$ cat config.mk
export PLATFORM = sky130hd
export DESIGN_NAME = bnn_weight_streamer_flat
export DESIGN_NICKNAME = d
export VERILOG_FILES = /design/src/rtl/bnn_weight_streamer_if.sv /design/src/rtl/bnn_weight_streamer.sv /design/src/flat_wrapper.sv
export SDC_FILE = /design/constraint.sdc
export NUM_CORES = 1
export LEC_CHECK = 0
export ABC_AREA = 1
export CORE_UTILIZATION = 60
export CTS_BUF_LIST = sky130_fd_sc_hd__clkbuf_4 sky130_fd_sc_hd__clkbuf_8
export CTS_CLUSTER_DIAMETER = 60
export DETAILED_ROUTE_END_ITERATION = 8
export PLACE_DENSITY = 0.87
export SLEW_MARGIN = 30
export SYNTH_ARGS = -nofsm -noshare
export SYNTH_HDL_FRONTEND = slang
export SYNTH_SLANG_ARGS = --single-unit
$ cat constraint.sdc
create_clock -name clk -period 5.3 [get_ports clk]
set_input_delay 1.59 -clock clk [delete_from_list [all_inputs] [get_ports clk]]
set_output_delay 1.59 -clock clk [all_outputs]
set_load 0.02 [all_outputs]
$ cat src/rtl/bnn_weight_streamer_if.sv
// Upstream write channel into the weight bank: valid/ready handshake carrying one weight word.
interface bnn_weight_streamer_if #(
  parameter int WEIGHT_W = 6
);
  logic                wr_valid;
  logic                wr_ready;
  logic [WEIGHT_W-1:0] wr_data;

  modport master (output wr_valid, output wr_data, input wr_ready);
  modport slave  (input wr_valid, input wr_data, output wr_ready);
endinterface

$ cat src/rtl/bnn_weight_streamer.sv
// Weight-bank buffer and burst replayer for the BNN core load port.
// A full bank is replayed as: one tgt_clear pulse, then one load_en beat per
// neuron separated by gap_q idle cycles, then a one-cycle done pulse.
module bnn_weight_streamer #(
  parameter int NUM_NEURONS = 4,
  parameter int WEIGHT_W    = 6,
  parameter int GAP_W       = 4
) (
  input  logic                               clk,
  input  logic                               reset,
  bnn_weight_streamer_if.slave               wr_if,
  input  logic                               i_flush,
  input  logic                               i_start,
  input  logic [GAP_W-1:0]                   i_gap,
  output logic                               o_tgt_clear,
  output logic                               o_load_en,
  output logic [WEIGHT_W-1:0]                o_weight_out,
  output logic                               o_busy,
  output logic                               o_done,
  output logic                               o_bank_full,
  output logic [$clog2(NUM_NEURONS+1)-1:0]   o_count
);

  localparam int CNT_W = $clog2(NUM_NEURONS + 1);
  localparam int PTR_W = $clog2(NUM_NEURONS);

  typedef enum logic [2:0] {
    S_IDLE  = 3'd0,
    S_CLEAR = 3'd1,
    S_SEND  = 3'd2,
    S_GAP   = 3'd3,
    S_DONE  = 3'd4
  } state_t;

  state_t              r_state;
  state_t              w_next_state;
  logic [CNT_W-1:0]    r_wr_ptr;
  logic [PTR_W-1:0]    r_rd_ptr;
  logic [GAP_W-1:0]    r_gap_q;
  logic [GAP_W-1:0]    r_gap_cnt;
  logic [WEIGHT_W-1:0] r_bank [NUM_NEURONS];

  logic w_idle;
  logic w_bank_full;
  logic w_wr_ready;
  logic w_wr_fire;
  logic w_start_ok;
  logic w_last;

  // Flush dominates both writes and start; bank_full is the pre-edge value,
  // so a start coinciding with the filling write is not accepted.
  assign w_idle      = (r_state == S_IDLE);
  assign w_bank_full = (r_wr_ptr == CNT_W'(NUM_NEURONS));
  assign w_wr_ready  = w_idle && !w_bank_full && !i_flush;
  assign w_wr_fire   = wr_if.wr_valid && w_wr_ready;
  assign w_start_ok  = w_idle && w_bank_full && !i_flush && i_start;
  assign w_last      = (r_rd_ptr == PTR_W'(NUM_NEURONS - 1));

  assign wr_if.wr_ready = w_wr_ready;
  assign o_bank_full    = w_bank_full;
  assign o_count        = r_wr_ptr;

  // Bank storage: cleared on reset, written at wr_ptr on an accepted write.
  always_ff @(posedge clk) begin
    if (reset) begin
      for (int i = 0; i < NUM_NEURONS; i++) r_bank[i] <= '0;
    end else if (w_wr_fire) begin
      r_bank[r_wr_ptr[PTR_W-1:0]] <= wr_if.wr_data;
    end
  end

  // Write pointer: flush rewinds it without touching bank contents.
  always_ff @(posedge clk) begin
    if (reset) begin
      r_wr_ptr <= '0;
    end else if (w_idle && i_flush) begin
      r_wr_ptr <= '0;
    end else if (w_wr_fire) begin
      r_wr_ptr <= r_wr_ptr + CNT_W'(1);
    end
  end

  // Burst bookkeeping: read pointer, latched gap and inter-beat gap counter.
  always_ff @(posedge clk) begin
    if (reset) begin
      r_rd_ptr  <= '0;
      r_gap_q   <= '0;
      r_gap_cnt <= '0;
    end else begin
      case (r_state)
        S_IDLE: begin
          if (w_start_ok) begin
            r_rd_ptr <= '0;
            r_gap_q  <= i_gap;
          end
        end
        S_SEND: begin
          if (!w_last) begin
            r_rd_ptr  <= r_rd_ptr + PTR_W'(1);
            r_gap_cnt <= r_gap_q;
          end
        end
        S_GAP: begin
          r_gap_cnt <= r_gap_cnt - GAP_W'(1);
        end
        default: ;
      endcase
    end
  end

  // State register.
  always_ff @(posedge clk) begin
    if (reset) r_state <= S_IDLE;
    else       r_state <= w_next_state;
  end

  // Next-state logic for the burst sequencer.
  always_comb begin
    w_next_state = r_state;
    case (r_state)
      S_IDLE:  if (w_start_ok) w_next_state = S_CLEAR;
      S_CLEAR: w_next_state = S_SEND;
      S_SEND: begin
        if (w_last)                w_next_state = S_DONE;
        else if (r_gap_q != '0)    w_next_state = S_GAP;
        else                       w_next_state = S_SEND;
      end
      S_GAP:   if (r_gap_cnt == GAP_W'(1)) w_next_state = S_SEND;
      S_DONE:  w_next_state = S_IDLE;
      default: w_next_state = S_IDLE;
    endcase
  end

  // Output decode from the registered state; weight_out is zero off-beat.
  always_comb begin
    o_tgt_clear  = 1'b0;
    o_load_en    = 1'b0;
    o_weight_out = '0;
    o_done       = 1'b0;
    o_busy       = (r_state != S_IDLE);
    case (r_state)
      S_CLEAR: o_tgt_clear = 1'b1;
      S_SEND: begin
        o_load_en    = 1'b1;
        o_weight_out = r_bank[r_rd_ptr];
      end
      S_DONE:  o_done = 1'b1;
      default: ;
    endcase
  end

endmodule
$ cat src/flat_wrapper.sv
// flat-port wrapper written by rule: the top's interface ports become plain ports
module bnn_weight_streamer_flat 
#(
  parameter int NUM_NEURONS = 4,
  parameter int WEIGHT_W    = 6,
  parameter int GAP_W       = 4
)
  (clk, reset, i_flush, i_start, i_gap, o_tgt_clear, o_load_en, o_weight_out, o_busy, o_done, o_bank_full, o_count, wr_if_wr_valid, wr_if_wr_data, wr_if_wr_ready);
  bnn_weight_streamer_if #(.WEIGHT_W(WEIGHT_W)) wr_if_i ();
  input  logic clk;
  input  logic reset;
  input  logic i_flush;
  input  logic i_start;
  input  logic [GAP_W-1:0] i_gap;
  output logic o_tgt_clear;
  output logic o_load_en;
  output logic [WEIGHT_W-1:0] o_weight_out;
  output logic o_busy;
  output logic o_done;
  output logic o_bank_full;
  output logic [$clog2(NUM_NEURONS+1)-1:0] o_count;
  input wire logic [$bits(wr_if_i.wr_valid)-1:0] wr_if_wr_valid;
  input wire logic [$bits(wr_if_i.wr_data)-1:0] wr_if_wr_data;
  output wire logic [$bits(wr_if_i.wr_ready)-1:0] wr_if_wr_ready;
  assign wr_if_i.wr_valid = wr_if_wr_valid;
  assign wr_if_i.wr_data = wr_if_wr_data;
  assign wr_if_wr_ready = wr_if_i.wr_ready;
  bnn_weight_streamer #(.NUM_NEURONS(NUM_NEURONS), .WEIGHT_W(WEIGHT_W), .GAP_W(GAP_W)) u_core (.clk(clk), .reset(reset), .wr_if(wr_if_i), .i_flush(i_flush), .i_start(i_start), .i_gap(i_gap), .o_tgt_clear(o_tgt_clear), .o_load_en(o_load_en), .o_weight_out(o_weight_out), .o_busy(o_busy), .o_done(o_done), .o_bank_full(o_bank_full), .o_count(o_count));
endmodule
==> impl_metrics.toml, run 1 <==
[job]
cap_violations = 0

[pwr]
power.density_mw_per_mm2 = 262.6
switching_power_uw = 174.1
intPower_uw = 467.6
pwr-share-clk = 0.238
ir_drop_uv = 196.6
leakage_uw = 0.0009973
pwr-share-comb = 0.182
p_seq_frac = 0.580
p_sw_frac = 0.2713

[final_layout]
drive_gt1_frac = 0.08244
finish.net_count = 298
synthToLayoutAreaGrowth_pct = 18.01
layout.cells.non_filler = 323
n_antenna_cell = 0

[logic_synthesis]
synth_compound_area_frac = 0.09668
ys.flop_type = "edfxtp_1"
synth_enable_flop_cells = 24
yosysWarnings = 0
ys_async_sr_fraction = 0
yosysSeqAreaShare = 0.5221
synth_xor_area_frac = 0.008459
syn_area_sq_mm = 0.002071
synth_top_area_share = 0.3480
synthMuxAreaShare = 0
synth_cell_types = 24
synth-simple-area-share = 0.2737
synthAdderAreaFrac = 0.03021
synth.avg_cell_area_sq_um = 8.384
synth_top_family_by_area = "simple AND/OR/NAND/NOR gates"
yosys-top-cells-area = "edfxtp_1, dfxtp_1, nor2_1"
synth-seq-cells = 42
netlist_instances = 247
synth_area_leader_cell = "edfxtp_1"
syn_nets = 267

[clock_tree]
cts_tree = "yes"
clkTransAtPathRegs_ps = 100
post_cts_resize_count = 0
cts_made_buffers = 5
clock_latency_ps = 340
cts_buffer_depth = 2
htree_levels = 2
cts-root-buf = "clkbuf_4"
cts_hold_buffers = 0
clock-sinks = 42
cts_setup_buffers = 0

[floorplanning]
dieArea_sq_mm = 0.003690
coreArea_sq_mm = 0.003153
dieWidth_microns = 60.75
start_util = 0.6567
num_rows = 20
pin_count = 30
die_y_microns = 60.75

[sta]
period_needed_ps = 4550
slew_violations = 0
tightest_slew_ps = 857.0
setup_violations = 0
relSlewSlack = 0.4226
grt_setup_unrepaired = "no"
hold_ws_ps = 505.4
hold_violations = 0
finalCritPeriodShare = 0.8584
fmax_mhz = 219.8
clock_skew_ps = 5.770
tns_ps = 0

[route]
wl_microns = 3731
drc_errors = 0
antenna_left = 0
drtPass1Iterations = 4
drtIter0Drc = 63
vias_per_cell = 5.043
drt-wirelength-per-cell_microns = 11.55
route.vias.total = 1629

[worst_setup_path]
end_kind = "primary output"
critPathKind = "input pin to primary output"
timing.critical_path.cells = "clkdlybuf4s50_1 > inv_1 > nand2_1 > nor2_4 > clkdlybuf4s50_1"
worstPathRequired_ps = 3710
path_common_cell = "clkdlybuf4s50_1"
slowest_stage = "clkdlybuf4s50_1"
start_kind = "input pin"
max_stage_delay_ps = 620
crit_fanout = 3
worstPathArrival_ps = 2960

[grt]
grt_pass1_vias = 1472
grt_use_total = 0.2345
grt_max_degree = 14
grt_pass1_wl_microns = 6030
grt_antenna_before_repair = 0
gr-total-overflow = 0

[placement]
port_buffers = 29
gp_congestion = 0.8486
dp.cells = 315
dp_hpwl_microns = 2868

[worst_hold_path]
hold_class = "flop to flop"

[outcome]
outcome = "complete, no violations"
-- layer usage --
layer / track usage / vias to the layer above / wire length, microns
met3: 0.07036 / 6 / 207
li1: - / 858 / -
met4: 0.1071 / 0 / 59
met2: 0.3909 / 47 / 1777
met5: 0 / - / 0
met1: 0.2809 / 718 / 1687
-- worst paths after layout --
| check | slack, ps | endpoint | cells past startpoint | startpoint |
|---|---|---|---|---|
| max | 750 | wr_if_wr_ready | 5 | i_flush |
| min | 510 | u_core.r_gap_cnt[3] | 2 | u_core.r_gap_cnt[3] |
| max reg2reg | 2980 | u_core.r_bank[3][4] | 7 | u_core.o_count[0] |
| min reg2reg | 510 | u_core.r_gap_cnt[3] | 2 | u_core.r_gap_cnt[3] |
-- Yosys cell counts (2+ instances only) --
cell type / number
o21ai_0: 27
edfxtp_1: 24
nor2_4: 2
inv_2: 3
nor2_1: 72
nor3_1: 5
inv_1: 26
nand3_1: 7
nor3_2: 3
a21oi_1: 13
ha_1: 5
nand2_4: 2
nand2_1: 27
dfxtp_1: 18
buf_2: 2
nand3_2: 2
clkbuf_1: 2
-- through the flow --
stage	area [sq um]	setup slack [ps]	utilization	total power [uW]
after detailed placement	2387	749.7	0.7571	496.7
after global placement	2387	797.3	0.7571	493.3
after CTS	2444	744.2	0.7750	644.1
after floorplan	2071	1767	-	455.8
after global routing	2444	688.3	0.7750	674.6
final	2444	750.4	0.7750	641.8
-- registers in the layout, summed over array words and instances, names as in the netlist, named ones only --
signal and count:
u_core.r_bank 24, u_core.r_gap_cnt 4, u_core.r_gap_q 4, u_core.o_count 3, u_core.r_state 3, u_core.r_rd_ptr 2
-- cell type report --
cell class / count / area, sq um
multi-input cells: 170 / 847.1
fillers: 238 / 709.4
repair buffers: 29 / 290.3
well taps: 44 / 55.05
clock inverters: 1 / 3.754
clock buffers: 7 / 52.55
inverters: 30 / 113.9
flip-flops and latches: 42 / 1081
-- kinds of logic after synthesis --
| logic type | after synthesis |
|---|---|
| xor gates and xnor gates | 2 |
| AOI/OAI and AO/OA | 40 |
| buffers and inverters | 35 |
| DFF | 42 |
| and+or+nand+nor | 123 |
| adders and majority gates | 5 |
-- placed cells by master (no fill, tap or decap) --
master | netlist | routed
nor3_1 | 5 | 5
nand2_1 | 27 | 27
clkbuf_4 | 0 | 7
xor2_1 | 1 | 1
nand3_4 | 1 | 1
clkinv_1 | 0 | 1
nand3_1 | 7 | 7
clkinv_2 | 1 | 1
nand2_4 | 2 | 2
nor2_4 | 2 | 2
nor3_2 | 3 | 3
a21oi_1 | 13 | 13
inv_2 | 3 | 3
inv_1 | 26 | 26
edfxtp_1 | 24 | 24
nor2_2 | 1 | 1
o21ai_0 | 27 | 27
dfxtp_1 | 18 | 18
xnor2_1 | 1 | 1
clkdlybuf4s50_1 | 0 | 29
nor2_1 | 72 | 72
nand3_2 | 2 | 2
ha_1 | 5 | 5
nor3_4 | 1 | 1
-- power by group through the flow --
stage	registers [uW]	clock network [uW]	logic, uW
2_1_floorplan	377	0	79.3
3_3_place_gp	379	0	114
3_5_place_dp	380	0	117
4_1_cts	372	154	118
5_1_grt	375	169	131
6_report	372	153	117
-- worst max-delay path, delay by kind of cell --
family	cells	cell delay, ps
AND/OR/NAND/NOR	2	260
buffers and inverters	3	1120
(Power assumes the default switching activity.)
==> run 2: changes to the inputs <==
- TNS_END_PERCENT: default -> 10
==> results of run 2 <==
The final DEF is identical to that of run 1; final timing and power are the same.
